File: src/rtl/sample_mem_pkg.sv
// Shared types and default sizes for the sample RAM arbiter.
// Optional build macro: WR_AUTO_ADDR_EN (used by sample_mem_arbiter).
package sample_mem_pkg;

    // Owner of the single RAM port in the current cycle.
    typedef enum logic [1:0] {
        GNT_NONE = 2'd0,
        GNT_WR   = 2'd1,
        GNT_RD   = 2'd2
    } grant_e;

    localparam int DEF_DW           = 16;
    localparam int DEF_AW           = 16;
    localparam int DEF_FIFO_DEPTH   = 4;
    localparam int DEF_STARVE_LIMIT = 3;
    localparam int DEF_FRAME_LEN    = 256;

endpackage

File: src/rtl/sample_skid_fifo.sv
// Small skid FIFO for writer samples. A push into a full FIFO is still
// accepted when a pop happens in the same cycle; otherwise it is dropped.
module sample_skid_fifo #(
    parameter int W     = 32,
    parameter int DEPTH = 4
) (
    input  logic         clk,
    input  logic         rst,
    input  logic         push,
    input  logic [W-1:0] push_data,
    input  logic         pop,
    output logic [W-1:0] head_data,
    output logic         full,
    output logic         empty,
    output logic         drop
);

    localparam int PW = $clog2(DEPTH);

    logic [W-1:0]  mem_q [DEPTH];
    logic [PW-1:0] wr_ptr_q, wr_ptr_d;
    logic [PW-1:0] rd_ptr_q, rd_ptr_d;
    logic [PW:0]   count_q, count_d;
    logic          do_push;
    logic          do_pop;

    assign full      = (count_q == (PW+1)'(DEPTH));
    assign empty     = (count_q == '0);
    assign do_pop    = pop && !empty;
    assign do_push   = push && (!full || do_pop);
    assign drop      = push && !do_push;
    assign head_data = mem_q[rd_ptr_q];

    // Pointer and occupancy next-state; pointers wrap naturally (DEPTH is a power of 2).
    always_comb begin
        // NOTE: every output of a combinational block gets a default first, so no path infers a latch.
        wr_ptr_d = wr_ptr_q;
        rd_ptr_d = rd_ptr_q;
        count_d  = count_q;
        if (do_push) begin
            wr_ptr_d = wr_ptr_q + PW'(1);
        end
        if (do_pop) begin
            rd_ptr_d = rd_ptr_q + PW'(1);
        end
        case ({do_push, do_pop})
            2'b10:   count_d = count_q + (PW+1)'(1);
            2'b01:   count_d = count_q - (PW+1)'(1);
            default: count_d = count_q;
        endcase
    end

    // Control state; reset empties the queue regardless of stored contents.
    always_ff @(posedge clk or posedge rst) begin
        // NOTE: sequential state is assigned with '<=' only; '=' here would create order-dependent races.
        if (rst) begin
            wr_ptr_q <= '0;
            rd_ptr_q <= '0;
            count_q  <= '0;
        end else begin
            wr_ptr_q <= wr_ptr_d;
            rd_ptr_q <= rd_ptr_d;
            count_q  <= count_d;
        end
    end

    // Sample storage.
    always_ff @(posedge clk) begin
        // NOTE: storage has no reset; entries are only visible through count_q, which is reset.
        if (do_push) begin
            mem_q[wr_ptr_q] <= push_data;
        end
    end

endmodule

File: src/rtl/sample_mem_arbiter.sv
// Arbitrates the single-port sample RAM between the receiver writer (via a
// skid FIFO, priority) and the DSP reader (starvation guard), and counts
// accepted writes into frames.
// Optional build macro: WR_AUTO_ADDR_EN -- write address is generated as
// {frame_count[0], write offset} (ping-pong banks) instead of wr_addr.
// That mode needs FRAME_LEN a power of 2 with log2(FRAME_LEN)+1 <= AW.
module sample_mem_arbiter
    import sample_mem_pkg::*;
#(
    parameter int DW           = DEF_DW,
    parameter int AW           = DEF_AW,
    parameter int FIFO_DEPTH   = DEF_FIFO_DEPTH,
    parameter int STARVE_LIMIT = DEF_STARVE_LIMIT,
    parameter int FRAME_LEN    = DEF_FRAME_LEN
) (
    input  logic          dsp_clk,
    input  logic          rst,
    input  logic          wr_en,
    input  logic [AW-1:0] wr_addr,
    input  logic [DW-1:0] wr_data,
    input  logic          rd_req,
    input  logic [AW-1:0] rd_addr,
    output logic          rd_gnt,
    output logic          rd_valid,
    output logic [DW-1:0] rd_data,
    output logic          mem_en,
    output logic          mem_we,
    output logic [AW-1:0] mem_addr,
    output logic [DW-1:0] mem_wdata,
    input  logic [DW-1:0] mem_rdata,
    output logic          frame_ready,
    output logic [15:0]   frame_count,
    output logic          overflow,
    input  logic          ovf_clr
);

    localparam int SW = (STARVE_LIMIT < 1) ? 1 : $clog2(STARVE_LIMIT + 1);
    localparam int OW = $clog2(FRAME_LEN);
    localparam logic [SW-1:0] STARVE_MAX  = SW'(STARVE_LIMIT);
    localparam logic [OW-1:0] OFFSET_LAST = OW'(FRAME_LEN - 1);

`ifdef WR_AUTO_ADDR_EN
    localparam int EW = DW;
`else
    localparam int EW = AW + DW;
`endif

    grant_e        grant;
    logic          force_rd;
    logic          fifo_full;
    logic          fifo_empty;
    logic          fifo_pop;
    logic          wr_drop;
    logic [EW-1:0] fifo_push_data;
    logic [EW-1:0] fifo_head;
    logic [AW-1:0] head_addr;
    logic [DW-1:0] head_wdata;

    logic [SW-1:0] starve_cnt_q, starve_cnt_d;
    logic [OW-1:0] offset_q, offset_d;
    logic [15:0]   frame_count_q, frame_count_d;
    logic          frame_ready_q, frame_ready_d;
    logic          overflow_q, overflow_d;
    logic          rd_valid_q, rd_valid_d;

`ifdef WR_AUTO_ADDR_EN
    assign fifo_push_data = wr_data;
    assign head_addr      = AW'({frame_count_q[0], offset_q});
`else
    assign fifo_push_data = {wr_addr, wr_data};
    assign head_addr      = fifo_head[EW-1:DW];
`endif
    assign head_wdata = fifo_head[DW-1:0];

    sample_skid_fifo #(
        .W     (EW),
        .DEPTH (FIFO_DEPTH)
    ) u_fifo (
        .clk       (dsp_clk),
        .rst       (rst),
        .push      (wr_en),
        .push_data (fifo_push_data),
        .pop       (fifo_pop),
        .head_data (fifo_head),
        .full      (fifo_full),
        .empty     (fifo_empty),
        .drop      (wr_drop)
    );

    assign force_rd = rd_req && (STARVE_LIMIT != 0) && (starve_cnt_q == STARVE_MAX);
    assign fifo_pop = (grant == GNT_WR);

    // Grant decision: forced reader slot, else queued writes, else reader.
    always_comb begin
        grant = GNT_NONE;
        if (force_rd) begin
            grant = GNT_RD;
        end else if (!fifo_empty) begin
            grant = GNT_WR;
        end else if (rd_req) begin
            grant = GNT_RD;
        end
    end

    // RAM port and read-grant drive; address/data are zero unless a write owns the port
    // (a read drives its own address).
    always_comb begin
        mem_en    = 1'b0;
        mem_we    = 1'b0;
        mem_addr  = '0;
        mem_wdata = '0;
        rd_gnt    = 1'b0;
        unique case (grant)
            GNT_WR: begin
                mem_en    = 1'b1;
                mem_we    = 1'b1;
                mem_addr  = head_addr;
                mem_wdata = head_wdata;
            end
            GNT_RD: begin
                mem_en   = 1'b1;
                mem_addr = rd_addr;
                rd_gnt   = 1'b1;
            end
            default: ;
        endcase
    end

    // Next-state for starvation counter, frame tracking, overflow flag and read-valid.
    always_comb begin
        starve_cnt_d  = starve_cnt_q;
        offset_d      = offset_q;
        frame_count_d = frame_count_q;
        frame_ready_d = 1'b0;
        overflow_d    = overflow_q;
        rd_valid_d    = rd_gnt;

        if (!rd_req || rd_gnt) begin
            starve_cnt_d = '0;
        end else if (starve_cnt_q != STARVE_MAX) begin
            starve_cnt_d = starve_cnt_q + SW'(1);
        end

        if (grant == GNT_WR) begin
            if (offset_q == OFFSET_LAST) begin
                offset_d      = '0;
                frame_ready_d = 1'b1;
                frame_count_d = frame_count_q + 16'd1;
            end else begin
                offset_d = offset_q + OW'(1);
            end
        end

        // A drop in the same cycle as a clear keeps the flag set.
        if (wr_drop) begin
            overflow_d = 1'b1;
        end else if (ovf_clr) begin
            overflow_d = 1'b0;
        end
    end

    // Arbiter state registers; reset also kills any in-flight read-valid.
    always_ff @(posedge dsp_clk or posedge rst) begin
        if (rst) begin
            starve_cnt_q  <= '0;
            offset_q      <= '0;
            frame_count_q <= '0;
            frame_ready_q <= 1'b0;
            overflow_q    <= 1'b0;
            rd_valid_q    <= 1'b0;
        end else begin
            starve_cnt_q  <= starve_cnt_d;
            offset_q      <= offset_d;
            frame_count_q <= frame_count_d;
            frame_ready_q <= frame_ready_d;
            overflow_q    <= overflow_d;
            rd_valid_q    <= rd_valid_d;
        end
    end

    assign rd_valid    = rd_valid_q;
    assign rd_data     = mem_rdata;
    assign frame_ready = frame_ready_q;
    assign frame_count = frame_count_q;
    assign overflow    = overflow_q;

endmodule

File: config.mk
export PLATFORM = sky130hd
export DESIGN_NAME = sample_mem_arbiter
export DESIGN_NICKNAME = d
export VERILOG_FILES = /design/src/rtl/sample_mem_pkg.sv /design/src/rtl/sample_skid_fifo.sv /design/src/rtl/sample_mem_arbiter.sv
export SDC_FILE = /design/constraint.sdc
export NUM_CORES = 1
export LEC_CHECK = 0
export ABC_AREA = 1
export CORE_AREA = 2 2 130 132
export CTS_BUF_LIST = sky130_fd_sc_hd__clkbuf_8 sky130_fd_sc_hd__clkbuf_16
export DETAILED_ROUTE_END_ITERATION = 7
export DIE_AREA = 0 0 132 134
export PLACE_DENSITY = 0.72
export SYNTH_ARGS = -nofsm -noshare
export SYNTH_HDL_FRONTEND = slang
export SYNTH_HIERARCHICAL = 1
export SYNTH_SLANG_ARGS = --single-unit
File: constraint.sdc
create_clock -name dsp_clk -period 5.8 [get_ports dsp_clk]
set_input_delay 1.16 -clock dsp_clk [delete_from_list [all_inputs] [get_ports dsp_clk]]
set_output_delay 1.16 -clock dsp_clk [all_outputs]
set_load 0.1 [all_outputs]
Yosys cells after proc, flatten, opt, wreduce, memory -nomap -nowiden

Memories as Yosys holds them, arrays and structs flattened.
Index checks and enable logic that the tools add are counted.

Eq/ne operators: 8
Add/sub/neg operators: 7
Reduce and logical (&&, ||, !) cells: 16
Mux-type cells: 18

Operators by type and width:

| operator                                          | number |
|---|---|
| case mux 16 bit (2 select lines)                  | 1 |
| adder 16 x 1 -> 16 bit (second input constant)    | 1 |
| 2-to-1 mux 16 bit                                 | 1 |
| 2-to-1 mux 2 bit                                  | 5 |
| 2-to-1 mux 1 bit                                  | 9 |
| adder 8 x 1 -> 8 bit (second input constant)      | 1 |
| == test 8 bit (second input constant)             | 1 |
| 2-to-1 mux 8 bit                                  | 1 |
| adder 2 x 1 -> 2 bit (second input constant)      | 3 |
| == test 2 bit (second input constant)             | 3 |
| case mux 3 bit (2 select lines)                   | 1 |
| nonzero test 2 bit                                | 3 |
| == test 2 x 1 -> 1 bit (second input constant)    | 2 |
| logical AND 1 bit                                 | 4 |
| logical NOT 1 bit                                 | 4 |
| adder 3 x 1 -> 3 bit (second input constant)      | 1 |
| == test 3 bit (second input constant)             | 1 |
| logical NOT 3 bit                                 | 1 |
| subtractor 3 x 1 -> 3 bit (second input constant) | 1 |
| logical OR 1 bit                                  | 2 |
| != test 2 bit (second input constant)             | 1 |
| AND reduction 2 bit                               | 1 |
| OR reduction 2 bit                                | 1 |

Memory bits (writable): 128
Output and inout bits: 70
Input bits: 69
Register bits: 36
Memories: 1
Logic and storage cells: 59

Memory list:

| memory       | depth | bits a word | rd ports | clocked after Yosys merged registers in | write ports | line                   | source |
|---|---|---|---|---|---|---|---|
| u_fifo.mem_q | 4     | 32          | 1        | 0                                       | 1           | sample_skid_fifo.sv:20 | `logic [W-1:0] mem_q [DEPTH];` |

Logic depth before layout (Yosys ltp)

Word-level depth: 10
Depth in mapped cells: 14
Gate-level depth less buffers: 14

Cells and area by module

The synthesis kept the hierarchy.

By module, submodules not included:

| module             | seq. area each (um^2) | instances | cells an instance | area an instance (um^2) |
|---|---|---|---|---|
| sample_skid_fifo   | 4018.9                | 1         | 369               | 5206.2 |
| sample_mem_arbiter | 725.7                 | 1         | 282               | 2018.2 |

Worst setup path before layout

Ideal clock, no wire load.

Kind: input port to output port
From: input port rd_req
To: output port mem_addr[0]
Stages: 7
Data required time: 4.640 ns
Arrival: 4.383 ns
Setup slack: 0.257 ns
Buffers on the path: 2
Cell sequence: inv_1 > o21ai_0 > ha_1 > buf_2 > clkbuf_1 > nand2_1 > a21oi_1

Longest elaborated chain between the ends: 5
Elaborated cells between the ends (all ways): 7
Those cells by class: eq/ne (2); mux (4); reduce/logical (1)

Ends and longest elaborated chain:

| item                                                           | line                      | source |
|---|---|---|
| start, declared                                                | sample_mem_arbiter.sv:21  | `input logic rd_req,` |
| 2-to-1 mux 2 bit                                               | sample_mem_arbiter.sv:100 | `end else if (rd_req) begin` |
| 2-to-1 mux 2 bit                                               | sample_mem_arbiter.sv:98  | `end else if (!fifo_empty) begin` |
| 2-to-1 mux 2 bit (*)                                           | sample_mem_arbiter.sv:96  | `if (force_rd) begin` |
| == test 2 bit / == test 2 x 1 -> 1 bit (equally long branches) | sample_mem_arbiter.sv:113 | `unique case (grant)` |
| case mux 16 bit (2 select lines) (*)                           | sample_mem_arbiter.sv:113 |  |
| end, declared                                                  | sample_mem_arbiter.sv:28  | `output logic [AW-1:0] mem_addr,` |

Every way passes the cells marked *; elsewhere a longest branch is shown, timed or not.

Final worst setup path

From: input port rd_req
To: output port mem_addr[11]

Same word-level chain as after synthesis.

==> metrics.yaml <==
cts_resized: 0
antenna_cells: 0
clk_pin_slew_worst_paths_ns: 0.06
wl_per_cell_um: 16.0
drt-vias-per-instance: 5.09
nNetsFinal: 812
synth_area_leader_cell: "edfxtp_1"
synth_nets: 730
antenna_found_initial: 0
yosysSeqAreaShare: 0.657
cts_made_buffers: 17
crit_type: "in -> out"
groute.usage.overall: 0.179
clk_latency_ns: 0.42
arrival_ns: 3.40
fin_crit_ns: 4.56
cp.required_ns: 4.64
initial_core_util: 0.444
yosysWarnings: 6
ys_seq_elements: 164
rsz0062_at_grt: "false"
cap_violations: 0
vias: 4914
syn_area_um2: 7220
status: "finished, final reports clean"
regArea_um2: 4750
final_layout_size_suffix_gt1_frac: 0.129
min-delay-path-class: "reg -> reg"
finalSetupTns_ns: 0
die_x_um: 132
grt_start_max_net_pins: 67
path_max_fanout: 19
core_um2: 16300
ys_top_cells_by_area: "edfxtp_1 53%, dfrtp_1 12%, nand2_1 5.7%, nor2_1 4.6%, o21ai_0 3.3%"
grt_pass1_wl_um: 24900
grt_pass1_vias: 4952
syn_to_final_growth_pct: 21.7
skew_ns: 0.0147
cts_sinks: 164
cp-start-kind: "input pin"
dp_hpwl_um: 9570
wl_um: 15500
drt.antenna.violating_nets: 0
final_hold_viol_count: 0
htree_num_levels: 4
yosys.cell_types.count: 32
setup-violations-final: 0
worstMarginPinSlew_ns: 1.15
grt-ovfl-total: 0
multi_input_area_um2: 1990
fillers: 1359
die_y_um: 134
io_pins: 139
drv_slew: 0
cts_tree: "yes"
max_slew_margin: 0.235
post_cts_buffers: 0
netlist_instances: 651
end_kind: "output port"
portBuffers: 106
syn_avg_cell_area_um2: 11.1
synth_top_area_frac: 0.532
fin_crit_sh: 0.787
remaining_drc_errors: 0
cts_buffer_depth: 2
clock.fmax_ghz: 0.219
rows: 47
drtIter0Drc: 461
cts-root-buf: "clkbuf_16"
gp_congestion: 0.784
dieArea_um2: 17700
cts_hold_buf: 0
dr.pass1.iters: 5
-- synthesized netlist by cell type --
cell type / count
a21oi_1: 26
and3_1: 1
buf_1: 1
buf_2: 9
buf_4: 16
buf_6: 8
clkbuf_1: 11
dfrtp_1: 36
edfxtp_1: 128
fa_1: 1
ha_1: 9
inv_1: 56
inv_2: 2
mux2_2: 1
nand2_1: 109
nand2_2: 3
nand2_4: 2
nand3_1: 8
nand3_2: 2
nand3b_1: 5
nand4_1: 5
nor2_1: 88
nor2_2: 3
nor2_4: 6
nor3_1: 1
o21ai_0: 48
o21ai_1: 21
o21bai_1: 1
o22ai_1: 32
xnor2_1: 3
xor2_1: 6
xor2_2: 3
-- routing by layer --
| layer | part of all wire | vias to the layer above | track usage | wire length, µm |
|---|---|---|---|---|
| met5 | 0 | - | 0 | 0 |
| met2 | 0.50 | 162 | 0.302 | 7690 |
| met3 | 0.074 | 14 | 0.0506 | 1140 |
| met4 | 0.012 | 0 | 0.0501 | 191 |
| met1 | 0.42 | 2364 | 0.227 | 6460 |
| li1 | - | 2374 | - | - |
-- area by class of cell --
type / count / area share
sequential: 164 / 0.540
clock buffer: 17 / 0.0484
inverter: 58 / 0.0248
tap: 220 / 0.0313
timing repair buffer: 108 / 0.112
clock inverter: 15 / 0.0162
multi-input combinational: 384 / 0.227
-- worst max-delay path, stage by stage --
cell and delay, ns:
clkdlybuf4s50_1 0.46, inv_1 0.06, o21ai_0 0.24, ha_1 0.79
nand2_1 0.14, a21oi_1 0.21, buf_4 0.32
-- cells by family after synthesis --
| group | Yosys count | share of synthesized area |
|---|---|---|
| mux | 1 | 0.00156 |
| flops | 164 | 0.657 |
| simple gates | 233 | 0.139 |
| xor+xnor | 12 | 0.0177 |
| fa+ha+maj | 10 | 0.0184 |
| compound gates | 128 | 0.0946 |
| buf+inv | 103 | 0.0717 |
-- stage by stage --
step	setup slack (ns)	instances	area, µm²	utilization	hold WS (ns)
after floorplan	0.257	651	7220	-	0.439
after global placement	1.36	934	8220	0.505	0.453
after detailed placement	1.24	934	8220	0.505	0.477
after CTS	1.23	966	8790	0.540	0.486
after global routing	1.11	966	8790	0.540	0.514
final	1.24	966	8790	0.540	0.493
-- registers in the layout, summed over array words and instances (netlist names) --
signal           cells
frame_count         16
frame_ready          1
offset_q             8
overflow             1
rd_valid             1
starve_cnt_q         2
u_fifo/count_q       3
u_fifo/mem_q       128
u_fifo/rd_ptr_q      2
u_fifo/wr_ptr_q      2
-- final timing paths --
check / from / to / slack (ns) / cells after the start
min: starve_cnt_q[0] / starve_cnt_q[0] / 0.49 / 1
max reg2reg: starve_cnt_q[0] / u_fifo/mem_q[0][15] / 2.37 / 9
max in group asynchronous: rst / offset_q[3] / 3.75 / 2
min reg2reg: starve_cnt_q[0] / starve_cnt_q[0] / 0.49 / 1
max: rd_req / mem_addr[11] / 1.24 / 7
min in group asynchronous: rst / u_fifo/wr_ptr_q[0] / 1.04 / 2
-- cell usage in the layout, fill, tap and decap left out, drive strengths merged --
cell / netlist / layout
nand3b: 5 / 5
inv: 58 / 68
nor2: 97 / 97
clkinvlp: 0 / 1
buf: 34 / 37
clkdlybuf4s50: 0 / 71
clkinv: 0 / 3
o22ai: 32 / 32
ha: 9 / 9
nand3: 10 / 10
xnor2: 3 / 3
dfrtp: 36 / 36
a21oi: 26 / 26
and3: 1 / 1
edfxtp: 128 / 128
nor3: 1 / 1
clkbuf: 11 / 17
bufinv: 0 / 1
o21ai: 69 / 69
nand4: 5 / 5
fa: 1 / 1
o21bai: 1 / 1
mux2: 1 / 1
nand2: 114 / 114
xor2: 9 / 9
Power is not shown: default switching activity piles up to over one toggle a cycle in this logic, so the estimate is an artifact.
